**src/rtl/fft8_frame_loader.sv**
```systemverilog
// Ping-pong frame assembler feeding an 8-point FFT core: serial samples in, 8 registered slots out.
// 8th sample -> fft_start two cycles later; s_ready drops only while both buffers await the FFT.
module fft8_frame_loader #(
  parameter int DATA_W      = 16,
  parameter bit BIT_REVERSE = 1'b0
) (
  input  logic              clk,
  input  logic              rst,
  input  logic              s_valid,
  output logic              s_ready,
  input  logic [DATA_W-1:0] s_data,
  output logic              fft_start,
  input  logic              fft_done,
  output logic [DATA_W-1:0] frame_out0,
  output logic [DATA_W-1:0] frame_out1,
  output logic [DATA_W-1:0] frame_out2,
  output logic [DATA_W-1:0] frame_out3,
  output logic [DATA_W-1:0] frame_out4,
  output logic [DATA_W-1:0] frame_out5,
  output logic [DATA_W-1:0] frame_out6,
  output logic [DATA_W-1:0] frame_out7,
  output logic              busy,
  output logic [7:0]        frame_count
);

  typedef enum logic [1:0] {
    IDLE  = 2'd0,
    START = 2'd1,
    WAIT  = 2'd2
  } state_t;

  state_t                        state_q, state_d;
  logic [1:0][7:0][DATA_W-1:0]   buf_q, buf_d;
  logic [7:0][DATA_W-1:0]        frame_q, frame_d;
  logic [1:0]                    full_q, full_d, full_set, full_clr;
  logic                          wr_sel_q, wr_sel_d;
  logic                          rd_sel_q, rd_sel_d;
  logic [2:0]                    wr_ptr_q, wr_ptr_d;
  logic [7:0]                    frame_count_q, frame_count_d;
  logic                          load;
  logic                          wr_fire;

  function automatic logic [2:0] slot_of(input logic [2:0] p);
    return BIT_REVERSE ? {p[0], p[1], p[2]} : p;
  endfunction

  // Ready depends only on registered state so upstream never sees a valid->ready loop.
  assign s_ready = ~full_q[wr_sel_q];
  assign wr_fire = s_valid & s_ready;

  always_comb begin
    buf_d    = buf_q;
    wr_ptr_d = wr_ptr_q;
    wr_sel_d = wr_sel_q;
    full_set = '0;
    if (wr_fire) begin
      buf_d[wr_sel_q][slot_of(wr_ptr_q)] = s_data;
      wr_ptr_d = wr_ptr_q + 3'd1;
      if (wr_ptr_q == 3'd7) begin
        full_set[wr_sel_q] = 1'b1;
        wr_sel_d           = ~wr_sel_q;
      end
    end
  end

  always_ff @(posedge clk) begin
    if (rst) begin
      state_q <= IDLE;
    end else begin
      state_q <= state_d;
    end
  end

  always_comb begin
    state_d  = state_q;
    rd_sel_d = rd_sel_q;
    full_clr = '0;
    load     = 1'b0;
    case (state_q)
      IDLE: begin
        if (full_q[rd_sel_q]) begin
          load    = 1'b1;
          state_d = START;
        end
      end
      START: state_d = WAIT;
      WAIT: begin
        if (fft_done) begin
          full_clr[rd_sel_q] = 1'b1;
          rd_sel_d           = ~rd_sel_q;
          state_d            = IDLE;
        end
      end
      default: state_d = IDLE;
    endcase
  end

  always_comb begin
    fft_start = (state_q == START);
    busy      = (state_q == START) || (state_q == WAIT);
  end

  // Set and clear never target the same buffer: a full buffer is not writable.
  always_comb begin
    full_d        = (full_q | full_set) & ~full_clr;
    frame_d       = load ? buf_q[rd_sel_q] : frame_q;
    frame_count_d = (state_q == START) ? frame_count_q + 8'd1 : frame_count_q;
  end

  always_ff @(posedge clk) begin
    if (rst) begin
      buf_q         <= '0;
      frame_q       <= '0;
      full_q        <= '0;
      wr_sel_q      <= 1'b0;
      rd_sel_q      <= 1'b0;
      wr_ptr_q      <= 3'd0;
      frame_count_q <= 8'd0;
    end else begin
      buf_q         <= buf_d;
      frame_q       <= frame_d;
      full_q        <= full_d;
      wr_sel_q      <= wr_sel_d;
      rd_sel_q      <= rd_sel_d;
      wr_ptr_q      <= wr_ptr_d;
      frame_count_q <= frame_count_d;
    end
  end

  assign frame_out0  = frame_q[0];
  assign frame_out1  = frame_q[1];
  assign frame_out2  = frame_q[2];
  assign frame_out3  = frame_q[3];
  assign frame_out4  = frame_q[4];
  assign frame_out5  = frame_q[5];
  assign frame_out6  = frame_q[6];
  assign frame_out7  = frame_q[7];
  assign frame_count = frame_count_q;

endmodule

```
**config.mk**
```make
export PLATFORM = sky130hd
export DESIGN_NAME = fft8_frame_loader
export DESIGN_NICKNAME = d
export VERILOG_FILES = /design/src/rtl/fft8_frame_loader.sv
export SDC_FILE = /design/constraint.sdc
export NUM_CORES = 1
export LEC_CHECK = 0
export ABC_AREA = 0
export ABC_CLOCK_PERIOD_IN_PS = 1600
export BUFFER_PORTS_ARGS = -buffer_cell sky130_fd_sc_hd__buf_2
export CORE_ASPECT_RATIO = 1.75
export CORE_MARGIN = 5
export CORE_UTILIZATION = 31
export DETAILED_ROUTE_END_ITERATION = 12
export REMOVE_ABC_BUFFERS = 1
export SYNTH_ARGS = -nofsm -noshare
export SYNTH_HDL_FRONTEND = slang
export SYNTH_SLANG_ARGS = --single-unit
```
**constraint.sdc**
```tcl
create_clock -name clk -period 1.6 [get_ports clk]
set_input_delay 0.08 -clock clk [delete_from_list [all_inputs] [get_ports clk]]
set_output_delay 0.08 -clock clk [all_outputs]
set_load 0.03 [all_outputs]
```
==> results of run 1 <==
-- layout make-up --
cell class                      count  area [um^2]
Clock inverter                      7         70.1
Timing Repair Buffer              218         1670
Tap cell                          678          848
Multi-Input combinational cell   1004         7680
Sequential cell                   401         8040
Clock buffer                       56         1110
Inverter                            4         22.5
Fill cell                        5197        33000
-- cell usage in the layout, fill, tap and decap left out, types with 2 or more instances in the layout --
cell type,synthesis,layout
sky130_fd_sc_hd__ha_1,7,5
sky130_fd_sc_hd__and4bb_2,2,2
sky130_fd_sc_hd__buf_4,15,28
sky130_fd_sc_hd__nand3_1,6,6
sky130_fd_sc_hd__xor2_1,4,4
sky130_fd_sc_hd__buf_16,0,3
sky130_fd_sc_hd__nand4_1,3,3
sky130_fd_sc_hd__a31o_2,2,2
sky130_fd_sc_hd__buf_12,0,26
sky130_fd_sc_hd__a211oi_2,100,103
sky130_fd_sc_hd__buf_2,50,154
sky130_fd_sc_hd__nand2b_1,3,3
sky130_fd_sc_hd__o221ai_1,2,2
sky130_fd_sc_hd__dlygate4sd3_1,0,3
sky130_fd_sc_hd__clkbuf_16,0,40
sky130_fd_sc_hd__nand2_2,11,12
sky130_fd_sc_hd__or3_1,4,4
sky130_fd_sc_hd__dfxtp_2,0,2
sky130_fd_sc_hd__inv_2,0,2
sky130_fd_sc_hd__mux2i_1,386,385
sky130_fd_sc_hd__nor2_1,9,9
sky130_fd_sc_hd__o21ai_0,5,5
sky130_fd_sc_hd__nand2_1,280,279
sky130_fd_sc_hd__buf_6,17,3
sky130_fd_sc_hd__and2_1,2,2
sky130_fd_sc_hd__dfxtp_1,401,396
sky130_fd_sc_hd__clkbuf_1,62,10
sky130_fd_sc_hd__clkinv_2,0,3
sky130_fd_sc_hd__nand3_2,3,3
sky130_fd_sc_hd__ha_4,0,2
sky130_fd_sc_hd__clkbuf_8,0,7
sky130_fd_sc_hd__a211oi_1,28,25
sky130_fd_sc_hd__dfxtp_4,0,3
sky130_fd_sc_hd__a21oi_1,134,134
-- cells by family (layout without fill, tap and decap cells) --
| family | after synthesis | count (layout) | share of synthesized area [%] |
|---|---|---|---|
| compound gates | 276 | 276 | 13.6 |
| buf+inv | 152 | 285 | 4.96 |
| flops | 401 | 401 | 48.8 |
| fa+ha+maj | 7 | 7 | 0.532 |
| mux | 387 | 387 | 23.6 |
| xor+xnor | 5 | 5 | 0.266 |
| simple gates | 329 | 329 | 8.35 |
-- state kept, by name (all words and copies together), names as in the netlist --
name,cells
frame_out4,16
buf_q,256
frame_count,8
frame_out1,16
wr_sel_q,1
wr_ptr_q,3
frame_out3,16
frame_out5,16
state_q,2
full_q,2
frame_out6,16
frame_out2,16
rd_sel_q,1
frame_out7,16
frame_out0,16
-- power by group --
part           leakage, nW  switching (W)  internal [W]  total [W]
clock network        0.577        0.00379       0.00496    0.00875
logic                 4.39       0.000522      0.000230   0.000752
registers             3.24      0.0000405        0.0100     0.0101
total                 8.20        0.00435        0.0152     0.0196
-- critical path, delay by kind of cell (launching register included) --
family          cells  cell delay [ns]
simple gates        1             0.23
compound gates      1             0.23
flops               1             0.39
buf+inv             1             0.20
mux                 1             0.36
-- worst min-delay path by stage --
| stage | endpoint | startpoint | cells after the start |
|---|---|---|---|
| 2_1_floorplan | frame_out1[0] | rst | 1 |
| 3_3_place_gp | full_q[1] | fft_done | 2 |
| 3_5_place_dp | full_q[1] | fft_done | 2 |
| 4_1_cts | buf_q[90] | s_data[10] | 4 |
| 5_1_grt | buf_q[232] | s_data[8] | 4 |
| 6_report | buf_q[104] | s_data[8] | 4 |
-- per-layer routing --
| layer | part of all wire (%) | routed length, um |
|---|---|---|
| met1 | 41 | 18600 |
| met2 | 52 | 23400 |
| met3 | 4.0 | 1810 |
| met4 | 2.9 | 1310 |
| met5 | 0 | 0 |
-- stage by stage --
step / TNS [ns] / setup WS (ns) / std cells / total power [W] / hold slack (ns)
2_1_floorplan: -1791.20 / -5.73 / 1409 / 0.0107 / 0.145
3_3_place_gp: 0 / 0.0731 / 2301 / 0.0110 / 0.357
3_5_place_dp: 0 / 0.0412 / 2301 / 0.0111 / 0.363
4_1_cts: 0 / 0.00669 / 2367 / 0.0199 / 0.00402
5_1_grt: 0 / 0.00335 / 2368 / 0.0203 / 0.0364
6_report: 0 / 0.0644 / 2368 / 0.0196 / 0.0338
-- what timing repair did --
item / 4_1_cts / 5_1_grt
endpoints found under the hold margin: 18 / 0
resized for setup: 13 / 13
hold buffers: 3 / 0
endpoints found under the setup margin: 3 / 118
gates cloned: 0 / 1
pin swaps: 0 / 0
==> reports/metrics.sh, run 1 <==
RESULT_OF_THE_RUN='complete, no violations'
GLOBAL_ROUTE_WIRE_LENGTH_BEFORE_REPAIR_MM=69.6
CTS_INSERTED_BUFFERS=37
GR-USAGE-ALL-LAYERS_PCT=15.1
CTS.CLK_SLEW.WORST_PATHS_NS=0.07
NUMCLOCKSINKS=401
IO_PINS=159
NUMBER_OF_ITERATIONS_IN_THE_FIRST_DETAILED_ROUTING_PASS=5
DP.FINAL_HPWL_MM=28.9
VIA_COUNT_OF_THE_FIRST_GLOBAL_ROUTING_PASS=12000
WIRELENGTH_MM=45.2
CRIT_PATH_MAX_FANOUT=36
PLACEMENT_ROWS=111
RR_ENDPOINT='frame_out1[13]'
CRITPATHSLOWESTCELL='sky130_fd_sc_hd__dfxtp_4'
REPORT.FINAL.HOLD_VIOL_COUNT=0
NUMBER_OF_CELL_INSTANCES_ON_THE_WORST_REGISTER_TO_REGISTER_PATH=4
SLEW_HEADROOM_PCT=50.6
CRIT_ARRIVAL_NS=1.99
CLKLATENCYLATEPIN_NS=0.53
IR_DROP_mV=0.640
VIAS=11700
GR-USAGE-MET1_PCT=17.2
ENDPOINT='frame_out1[13]'
DIODES=0
MAXCAPVIOLCOUNT=0
P_LEAK_nW=8.20
AREA_GROWTH_SYN_TO_LAYOUT_PCT=18.1
CTS_H_TREE_DEPTH=2
MAX_SLEW_VIOLATION_COUNT=0
FINAL_MIN_PERIOD_OVER_CLOCK_PERIOD_PCT=96.0
R2R_START='rd_sel_q'
GRT-BUSIEST-LAYER='met2'
FIN_UTIL_PCT=37.0
DRT_ITER0_MARKERS=491
SETUP_REPAIR_AFTER_GLOBAL_ROUTING_MISSED_ITS_MARGIN='no'
GLOBAL_ROUTE.USAGE.MET3_PCT=2.77
POSTCTSSETUPBUFFERS=0
WORST_CLOCK_SKEW_NS=0.0101
CP_SLOWEST_STAGE_DELAY_NS=0.39
VIAS_PER_CELL=4.94
SYNTHESIS.INSTANCES=1557
CELLS_ALONG_THE_CRITICAL_PATH='mux2_4 > and2_4 > buf_16 > a211oi_1'
NETLIST_TOP_CELLS_COUNT='401 x sky130_fd_sc_hd__dfxtp_1, 386 x sky130_fd_sc_hd__mux2i_1, 280 x sky130_fd_sc_hd__nand2_1'
SYNTH-EDFF-COUNT=0
FLOORPLAN.CORE_AREA_UM2=52500
START_UTIL_PCT=31.4
FINISH.INSTANCE_AREA_UM2=19400
YS_SEQ_ELEMENTS=401
BUFFER_PORTS.INSERTED=158
WORST_SETUP_PATH_STARTPOINT='rd_sel_q'
GRT_START_MAX_NET_PINS=101
YS_DOMINANT_REG_CELL='sky130_fd_sc_hd__dfxtp_1'
R2R_SLACK_NS=0.06
ANTENNA_FOUND_INITIAL=0
MAX_SLEW.WORST_PIN.SLEW_NS=0.739
POSTPLACECELLAREA_UM2=18100
ROUTABILITY_DRIVEN_PLACEMENT_CONGESTION_RATIO=0.734
GRT_OVERFLOW=0
CLOCK_TREE_FROM_TRITONCTS='done'
POST-SYNTH-TOP-AREA-CELL='sky130_fd_sc_hd__dfxtp_1'
YS_WARN_COUNT=0
SYNTHESIS.AREA_PER_INSTANCE_UM2=10.6
CP.REQUIRED_NS=2.05
LAYOUT.NETS=1693
TIMING.FMAX_MHz=651
DRC_ERRORS=0
DRIVE_GT1_SHARE_PCT=24.1
DIE_WIDTH_UM=184
POST_SYNTH_INSTANCE_AREA_UM2=16500
FINAL.MIN_CLOCK_PERIOD_NS=1.54
CRIT_PATH_START_KIND='flip-flop'
SYNTH.LIB_CELLS_USED.DISTINCT=37
SYNTH.YOSYS.SEQ_AREA_SHARE_PCT=48.8
SETUP_VIOL=0
DIEHEIGHT_UM=315
WORST_SETUP_PATH_END_KIND='flip-flop'
FRACTION_OF_SYNTHESIS_FLOPS_USING_AN_ASYNCHRONOUS_SET_OR_RESET_PIN_PCT=0
MIN_PATH_TYPE='in2reg'
CLK_ROOT_BUFFER_CELL='sky130_fd_sc_hd__clkbuf_16'
DETAIL-ROUTE-ANTENNA-NETS=0
SYNTH.AREA.TOP_CELLS='sky130_fd_sc_hd__dfxtp_1 49%, sky130_fd_sc_hd__mux2i_1 23%, sky130_fd_sc_hd__a211oi_2 7.6%'
CTS_MAX_PATH_BUFFERS=3
LIBRARY_CELL_WITH_THE_HIGHEST_INSTANCE_COUNT_AFTER_SYNTHESIS='sky130_fd_sc_hd__dfxtp_1'
P_PER_AREA_nW_PER_UM2=1010
YOSYS.AREA.TOP_TYPE_SHARE_PCT=48.8
TIMING_WORST_SETUP_PATH_TYPE='reg2reg'
DRT-WIRELENGTH-PER-CELL_UM=19.1
FLOORPLAN.DIE_AREA_UM2=58000
GLOBAL_ROUTE.USAGE.MET2_PCT=27.9
Power figures use the tool's default switching activity.
==> run 2: changes to the inputs <==
==> constraint.sdc (replaced) <==
create_clock -name clk -period 1.6 [get_ports clk]
set_input_delay 0.16 -clock clk [delete_from_list [all_inputs] [get_ports clk]]
set_output_delay 0.16 -clock clk [all_outputs]
set_load 0.03 [all_outputs]
==> run 2 against run 1 <==
  * Non-clock buffer count up 8
  * Clock power increased by 10%
  * Critical path depth did not move
  * Final area rose by 0.89%
  * Critical path type unchanged
  * Largest power group unchanged
==> reports/metrics.sh, run 2 (synthesis gave the netlist of run 1 again) <==
RESULT_OF_THE_RUN='complete, no violations'
CLKLATENCYLATEPIN_NS=0.53
VIA_COUNT_OF_THE_FIRST_GLOBAL_ROUTING_PASS=12100
WORST_SETUP_PATH_END_KIND='flip-flop'
PLACEMENT_ROWS=111
NUMCLOCKSINKS=401
LAYOUT.NETS=1702
DIODES=0
CTS_MAX_PATH_BUFFERS=3
GRT_OVERFLOW=0
MAX_SLEW_VIOLATION_COUNT=0
DRIVE_GT1_SHARE_PCT=25.0
P_PER_AREA_nW_PER_UM2=1040
DIEHEIGHT_UM=315
ROUTABILITY_DRIVEN_PLACEMENT_CONGESTION_RATIO=0.751
MOSTFREQUENTLAYOUTCELLS='396 x sky130_fd_sc_hd__dfxtp_1, 385 x sky130_fd_sc_hd__mux2i_1, 280 x sky130_fd_sc_hd__nand2_1'
RR_ENDPOINT='frame_out0[13]'
POSTPLACECELLAREA_UM2=18100
MIN_PATH_TYPE='in2reg'
DRT_ITER0_MARKERS=485
CP.REQUIRED_NS=2.04
CLK_ROOT_BUFFER_CELL='sky130_fd_sc_hd__clkbuf_16'
WORST_CLOCK_SKEW_NS=0.0119
SETUP_VIOL=0
R2R_SLACK_NS=0.06
FIN_UTIL_PCT=37.4
CTS_H_TREE_DEPTH=2
TIMING.HOLD.WORST_ENDPOINT='buf_q[227]'
FLOORPLAN.CORE_AREA_UM2=52500
FINAL_MIN_PERIOD_OVER_CLOCK_PERIOD_PCT=96.5
CRIT_PATH_START_KIND='flip-flop'
LARGEST_REGISTER_FFS=256
AREA_GROWTH_SYN_TO_LAYOUT_PCT=19.2
SETUP_REPAIR_AFTER_GLOBAL_ROUTING_MISSED_ITS_MARGIN='yes'
START_UTIL_PCT=31.4
DRT-WIRELENGTH-PER-CELL_UM=19.0
CTS.CLK_SLEW.WORST_PATHS_NS=0.06
CRIT_ARRIVAL_NS=1.99
IR_DROP_mV=0.633
FINISH.INSTANCE_AREA_UM2=19600
HOLDCRITSTARTPOINT='s_data[3]'
REPORT.FINAL.HOLD_VIOL_COUNT=0
MOSTFREQUENTLAYOUTCELL='sky130_fd_sc_hd__dfxtp_1'
GR-USAGE-ALL-LAYERS_PCT=14.9
NUMBER_OF_ITERATIONS_IN_THE_FIRST_DETAILED_ROUTING_PASS=6
TIMING_WORST_SETUP_PATH_TYPE='reg2reg'
BUFFER_PORTS.INSERTED=158
CLOCK_TREE_FROM_TRITONCTS='done'
VIAS=11700
R2R_START='rd_sel_q'
MAXCAPVIOLCOUNT=0
VIAS_PER_CELL=4.91
DP.FINAL_HPWL_MM=29.1
CRIT_PATH_MAX_FANOUT=36
REGMOSTFLOPS='buf_q'
P_LEAK_nW=8.31
DETAIL-ROUTE-ANTENNA-NETS=0
GLOBAL_ROUTE_WIRE_LENGTH_BEFORE_REPAIR_MM=69.5
DIE_WIDTH_UM=184
FINAL.MIN_CLOCK_PERIOD_NS=1.54
MIN_DELAY_PATH_DEPTH=4
NUMBER_OF_CELL_INSTANCES_ON_THE_WORST_REGISTER_TO_REGISTER_PATH=4
IO_PINS=159
GRT_START_MAX_NET_PINS=101
WIRELENGTH_MM=45.2
SLEW_HEADROOM_PCT=51.5
DRC_ERRORS=0
MAX_SLEW.WORST_PIN.SLEW_NS=0.726
TIMING.FMAX_MHz=647
ANTENNA_FOUND_INITIAL=0
FLOORPLAN.DIE_AREA_UM2=58000
CTS_INSERTED_BUFFERS=38
run 2: final cells by class:
class	instances	area, um^2
inverter	4	22.5
tap	678	848
fill	5202	32900
sequential	401	8040
multi-input combinational	1004	7680
clock inverter	16	216
clock buffer	50	1120
timing repair buffer	226	1690
run 2: critical path, cell delays in order (launching register included):
cell	delay, ns
sky130_fd_sc_hd__dfxtp_4	0.39
sky130_fd_sc_hd__mux2_4	0.37
sky130_fd_sc_hd__and2_4	0.24
sky130_fd_sc_hd__buf_16	0.21
sky130_fd_sc_hd__a211oi_1	0.22
run 2: worst max path at each step:
stage / start / endpoint / slack (ns) / cells past startpoint
floorplan: rd_sel_q / frame_out0[0] / -5.73 / 3
detailed placement: state_q[1] / frame_count[7] / 0.005 / 5
finish: rd_sel_q / frame_out0[13] / 0.06 / 4
global route: rd_sel_q / frame_out0[3] / -0.02 / 4
CTS: full_q[1] / frame_out6[9] / 0.03 / 4
global placement: state_q[1] / frame_count[7] / 0.06 / 5
run 2: repair_timing:
item                                   CTS  global route
setup buffers                            2             0
hold buffers                             2             0
setup endpoints to repair                3           113
gates cloned                             0             1
gates resized for setup                 18             8
endpoints found under the hold margin    2             0
pin swaps                                0             1
run 2: metrics by stage:
step | TNS (ns) | instances | setup slack, ns | hold WS [ns] | total power (W)
final | 0 | 2379 | 0.0554 | 0.109 | 0.0205
after global routing | -0.0396 | 2379 | -0.0205 | 0.121 | 0.0212
after CTS | 0 | 2378 | 0.0251 | 0.0856 | 0.0208
after detailed placement | 0 | 2309 | 0.00531 | 0.451 | 0.0111
after global placement | 0 | 2309 | 0.0582 | 0.438 | 0.0111
after floorplan | -1811.92 | 1409 | -5.73 | 0.225 | 0.0107
run 2: layer usage:
layer | up-vias | track usage (%) | share of wire (%)
met2 | 215 | 27.2 | 51
met3 | 84 | 2.75 | 4.2
met1 | 5707 | 17.2 | 41
li1 | 5681 | - | -
met5 | - | 0 | 0
met4 | 0 | 5.60 | 3.5
run 2: where the power goes:
part           switching [W]  internal (W)
logic               0.000520      0.000231
clock network        0.00390       0.00575
registers          0.0000422        0.0100
